File: config.mk
export PLATFORM = sky130hd
export DESIGN_NAME = dma_port_arbiter
export DESIGN_NICKNAME = d
export VERILOG_FILES = /design/src/rtl/dma_port_arbiter.sv
export SDC_FILE = /design/constraint.sdc
export NUM_CORES = 1
export LEC_CHECK = 0
export CORE_ASPECT_RATIO = 1.25
export CORE_MARGIN = 5
export CORE_UTILIZATION = 29
export CTS_CLUSTER_SIZE = 14
export DETAILED_ROUTE_END_ITERATION = 8
export PLACE_DENSITY = 0.82
export SLEW_MARGIN = 10
export SYNTH_ARGS = -nofsm -noshare
export SYNTH_HDL_FRONTEND = slang
export SYNTH_SLANG_ARGS = --single-unit
File: constraint.sdc
create_clock -name clk -period 3.11 [get_ports clk]
set_input_delay 0.311 -clock clk [delete_from_list [all_inputs] [get_ports clk]]
set_output_delay 0.311 -clock clk [all_outputs]
set_load 0.01 [all_outputs]
File: src/rtl/dma_port_arbiter.sv
// dma_port_arbiter: registered round-robin owner of the single DMA port.
// Requesters: 0 = block load, 1 = prev-data load, 2 = write-back.
// A grant is locked until the owner drops req, so bursts are never interleaved.
// Optional macro ARB_BURST_LIMIT_EN caps a tenure at MAX_BURST granted cycles
// whenever another requester is waiting.
module dma_port_arbiter #(
  parameter int NUM_REQ   = 3,
  parameter int ADDR_W    = 16,
  parameter int DATA_W    = 16,
  parameter int MAX_BURST = 8,
  localparam int OWN_W    = (NUM_REQ > 1) ? $clog2(NUM_REQ) : 1
) (
  input  logic                      clk,
  input  logic                      reset,
  input  logic [NUM_REQ-1:0]        req,
  input  logic [NUM_REQ-1:0]        req_rw,
  input  logic [NUM_REQ*ADDR_W-1:0] req_addr,
  input  logic [NUM_REQ*DATA_W-1:0] req_wdata,
  output logic [NUM_REQ-1:0]        gnt,
  output logic                      dmaEnable,
  output logic                      rw,
  output logic [ADDR_W-1:0]         address,
  output logic [DATA_W-1:0]         inputData,
  output logic [OWN_W-1:0]          owner,
  output logic                      busy
);

  typedef enum logic {IDLE, GRANT} state_t;

  state_t             state, state_next;
  logic [NUM_REQ-1:0] gnt_next;
  logic [OWN_W-1:0]   owner_next;
  logic               busy_next;
  logic [OWN_W-1:0]   last, last_next;
  logic [OWN_W-1:0]   sel;
  logic [OWN_W-1:0]   cand;
  logic               found;
  logic               release_now;
  int                 idx;

`ifdef ARB_BURST_LIMIT_EN
  localparam int             CNT_W   = $clog2(MAX_BURST + 1);
  localparam logic [CNT_W-1:0] CNT_MAX = CNT_W'(MAX_BURST);
  logic [CNT_W-1:0] cnt, cnt_next;
  logic             others_pending;
`endif

  // Round-robin pick: first pending requester after the last grantee
  always_comb begin
    found = 1'b0;
    sel   = '0;
    idx   = 0;
    cand  = '0;
    for (int i = 1; i <= NUM_REQ; i++) begin
      idx  = (int'(last) + i) % NUM_REQ;
      cand = OWN_W'(idx);
      if (!found && req[cand]) begin
        found = 1'b1;
        sel   = cand;
      end
    end
  end

  // Next-state logic: acquire from IDLE, hold in GRANT until the owner lets go
  always_comb begin
    state_next  = state;
    gnt_next    = gnt;
    owner_next  = owner;
    busy_next   = busy;
    last_next   = last;
    release_now = 1'b0;
`ifdef ARB_BURST_LIMIT_EN
    cnt_next       = cnt;
    others_pending = |(req & ~gnt);
`endif
    case (state)
      IDLE: begin
        if (found) begin
          state_next    = GRANT;
          gnt_next      = '0;
          gnt_next[sel] = 1'b1;
          owner_next    = sel;
          busy_next     = 1'b1;
          last_next     = sel;
`ifdef ARB_BURST_LIMIT_EN
          cnt_next      = CNT_W'(1);
`endif
        end
      end
      GRANT: begin
        if (!req[owner]) begin
          release_now = 1'b1;
        end
`ifdef ARB_BURST_LIMIT_EN
        else if (cnt == CNT_MAX && others_pending) begin
          release_now = 1'b1;
        end
        else if (cnt != CNT_MAX) begin
          cnt_next = cnt + 1'b1;
        end
`endif
        if (release_now) begin
          state_next = IDLE;
          gnt_next   = '0;
          busy_next  = 1'b0;
        end
      end
      default: begin
        state_next = IDLE;
        gnt_next   = '0;
        busy_next  = 1'b0;
      end
    endcase
  end

  // State and grant registers; reset leaves requester 0 first in line
  always_ff @(posedge clk) begin
    if (reset) begin
      state <= IDLE;
      gnt   <= '0;
      owner <= '0;
      busy  <= 1'b0;
      last  <= OWN_W'(NUM_REQ - 1);
`ifdef ARB_BURST_LIMIT_EN
      cnt   <= '0;
`endif
    end else begin
      state <= state_next;
      gnt   <= gnt_next;
      owner <= owner_next;
      busy  <= busy_next;
      last  <= last_next;
`ifdef ARB_BURST_LIMIT_EN
      cnt   <= cnt_next;
`endif
    end
  end

  // DMA side follows the owner live so it can step address/data every cycle
  always_comb begin
    dmaEnable = 1'b0;
    rw        = 1'b0;
    address   = '0;
    inputData = '0;
    if (state == GRANT && !reset) begin
      dmaEnable = req[owner];
      rw        = req_rw[owner];
      address   = req_addr[int'(owner)*ADDR_W +: ADDR_W];
      inputData = req_wdata[int'(owner)*DATA_W +: DATA_W];
    end
  end

  a_gnt_onehot0 : assert property (@(posedge clk) disable iff (reset) $onehot0(gnt));
  a_burst_cfg   : assert property (@(posedge clk) MAX_BURST >= 1);

endmodule
==> results.yml <==
power:
  leakage_nw: 1.129
  p_sw_uw: 684.1
  p_int_uw: 837.2
  seq_power_share_pct: 14.0
  p_total_mw: 1.521
  power_density_mw_per_mm2: 528.8
  ir_drop_uv: 405.8
  clock_power_share_pct: 8.1
  comb_power_share_pct: 77.8
  swShare_pct: 44.97
global_routing:
  gr-total-overflow: 0
  grt_pass1_vias: 1946
  antenna_found_initial: 0
  grt_use_total_pct: 17.96
  grt_max_degree: 24
  grt_pass1_wl_um: 9149
clocking:
  cts-htree-levels: 1
  clockRootBuffer: "clkbuf_8"
  cts_resized: 0
  cts_sinks: 8
  cts_buffers: 3
  clk_latency_ns: 0.23
  cts_buffer_depth: 2
  cts_tree: "built"
  post-cts-setup-buffers: 0
  clk_pin_slew_ns: 0.04
  cts.hold.buffers_added: 0
synth:
  synth-seq-area-share_pct: 11.90
  synth.largest_area_cell: "mux2i_1"
  synth.top_cells.by_area: "mux2i_1 (27%), nor2_1 (20%), a21oi_1 (13%), dfxtp_1 (12%), clkbuf_1 (2.8%)"
  synth_cell_types: 32
  ys_ff_latch: 8
  syn_nets: 316
  yosys.area.top_type_share_pct: 26.77
  synth.avg_cell_area_um2: 6.442
  yosysWarnings: 0
  syn_area_mm2: 0.001346
  syn_inst: 209
setup_path:
  regToRegSetupSlack_ns: 0.81
  critical_path.cell_chain: "buf_4, nor2b_2, buf_4, o2bb2ai_1, nand3_1, inv_1, clkdlybuf4s50_1"
  critPathMostFrequentCell: "buf_4"
  arrival_ns: 2.31
  worst_setup_path_start_kind: "register"
  slowest_stage: "clkdlybuf4s50_1"
  worstPathMaxFanout: 18
  critical_path_class: "reg -> out"
  crit_required_ns: 2.80
  cp_slowest_stage_delay_ns: 0.54
  endpoint_kind: "output port"
route:
  ant_nets: 0
  vias_per_cell: 4.906
  wire_per_inst_um: 14.73
  drcViolationCount: 0
  drt-initial-drc-count: 53
  totalWireLength_um: 5951
  drtPass1Iterations: 4
  vias: 1982
floorplanning:
  ioPinCount: 144
  fp.dieH_um: 86.18
  dieArea_mm2: 0.006113
  die_w_um: 70.94
  core-area_mm2: 0.004459
  initial_core_util_pct: 30.19
  num_rows: 27
sta:
  max_freq_ghz: 0.3812
  rsz0062_at_grt: "false"
  worstMarginPinSlew_ns: 0.9557
  finalCritPeriodShare_pct: 84.36
  skew_ns: 0.001138
  drv_slew: 0
  finalSetupTns_ns: 0
  relSlewSlack_pct: 34.64
  hold_viol: 0
  period_minus_slack_ns: 2.623
  finalSetupViolations: 0
finish:
  drive_gt1_share_pct: 4.624
  syn_to_final_growth_pct: 113.7
  finalNetCount: 455
  antennaDiodeCount: 0
placed_design:
  numPortBuffers: 143
  gp_congestion: 0.8858
  hpwl_um: 4852
flow_run:
  maxCapViolations: 0
min_path:
  hp-class: "reg -> reg"
status:
  status: "finished clean"
## final cells by class
cell class | instances | area, µm²
Timing Repair Buffer | 151 | 1491
Tap cell | 58 | 72.57
Fill cell | 404 | 1583
Multi-Input combinational cell | 175 | 1076
Inverter | 9 | 33.78
Sequential cell | 8 | 161.4
Clock buffer | 3 | 41.29
## placed cells by master, fill, tap and decap left out
cell type | Yosys | routed
clkdlybuf4s50_1 | 0 | 143
nor2_1 | 70 | 70
mux2i_1 | 36 | 36
a21oi_1 | 35 | 35
inv_1 | 9 | 9
buf_4 | 1 | 8
dfxtp_1 | 8 | 7
nand2_1 | 5 | 5
o21ai_0 | 4 | 4
o2bb2ai_1 | 3 | 3
ha_1 | 3 | 3
clkbuf_8 | 0 | 3
a221oi_1 | 2 | 2
nor2b_2 | 0 | 1
nand3_1 | 1 | 1
nand2_2 | 1 | 1
and3b_1 | 1 | 1
a211oi_1 | 1 | 1
a2111o_1 | 1 | 1
o41ai_4 | 1 | 1
nand2b_1 | 1 | 1
a2111oi_0 | 1 | 1
a22o_1 | 1 | 1
o21ai_2 | 1 | 1
o2111ai_1 | 1 | 1
a21o_1 | 1 | 1
a31oi_1 | 1 | 1
a311oi_1 | 1 | 1
a32oi_1 | 1 | 1
a32o_1 | 1 | 1
dfxtp_2 | 0 | 1
## synth_stat cells, drive strengths merged
| cell | n |
|---|---|
| a2111o | 1 |
| a2111oi | 1 |
| a211oi | 1 |
| a21o | 1 |
| a21oi | 35 |
| a221oi | 2 |
| a22o | 1 |
| a311oi | 1 |
| a31oi | 1 |
| a32o | 1 |
| a32oi | 1 |
| and3b | 1 |
| buf | 7 |
| clkbuf | 10 |
| dfxtp | 8 |
| ha | 3 |
| inv | 9 |
| mux2i | 36 |
| nand2 | 6 |
| nand2b | 1 |
| nand3 | 1 |
| nor2 | 70 |
| nor2b | 1 |
| o2111ai | 1 |
| o21ai | 5 |
| o2bb2ai | 3 |
| o41ai | 1 |
## per-stage QoR
step                cell area (µm²)  utilization [%]  worst slack [ns]  hold slack (ns)  std cells
floorplan                      1346                -            0.5068           0.3801        209
global placement               2835            63.58            0.7472           0.4513        401
detailed placement             2835            63.58            0.7315           0.4491        401
CTS                            2877            64.51            0.4841           0.4626        404
global route                   2877            64.51            0.3784           0.4950        404
finish                         2877            64.51            0.4865           0.4604        404
## worst paths after layout
path	from	end	depth (start not counted)
worst min register to register	gnt[0]	gnt[0]	1
worst min-delay path	gnt[0]	gnt[0]	1
worst max register to register	owner[0]	last[1]	7
worst max-delay path	owner[0]	dmaEnable	7
## sequential cells by signal, summed over array words and instances (netlist names)
signal / cells
busy: 1
gnt: 3
last: 1
owner: 2
state: 1
## cell families (layout without fill, tap and decap cells)
family	Yosys count	in the layout	share of synthesized area, %
multiplexers	36	36	26.77
AND/OR/NAND/NOR	80	80	23.33
adder cells (fa/ha/maj)	3	3	2.788
buffers and inverters	26	163	8.364
AO/OA/AOI/OAI	56	56	26.86
flip-flops	8	8	11.90
## per-layer routing
| layer | vias up | GRT usage, % | part of all wire, % |
|---|---|---|---|
| met5 | - | 0 | 0 |
| met4 | 0 | 3.419 | 1.2 |
| met3 | 7 | 4.756 | 9.5 |
| met2 | 108 | 33.84 | 51 |
| met1 | 867 | 20.18 | 39 |
| li1 | 1000 | - | - |
## power by group through the flow
stage	clock network, mW	registers (mW)	logic [mW]
floorplan	0	0.186	0.725
global placement	0	0.215	1.17
detailed placement	0	0.217	1.18
CTS	0.127	0.215	1.19
global route	0.130	0.224	1.30
finish	0.123	0.214	1.18
## critical path: cells and delay by family, from the launching register on
| family | cells | cell delay, ns |
|---|---|---|
| buffers and inverters | 4 | 1.11 |
| AOI/OAI and AO/OA | 1 | 0.16 |
| DFF | 1 | 0.43 |
| and+or+nand+nor | 2 | 0.39 |
No activity file was read; power rests on OpenSTA's default activity.
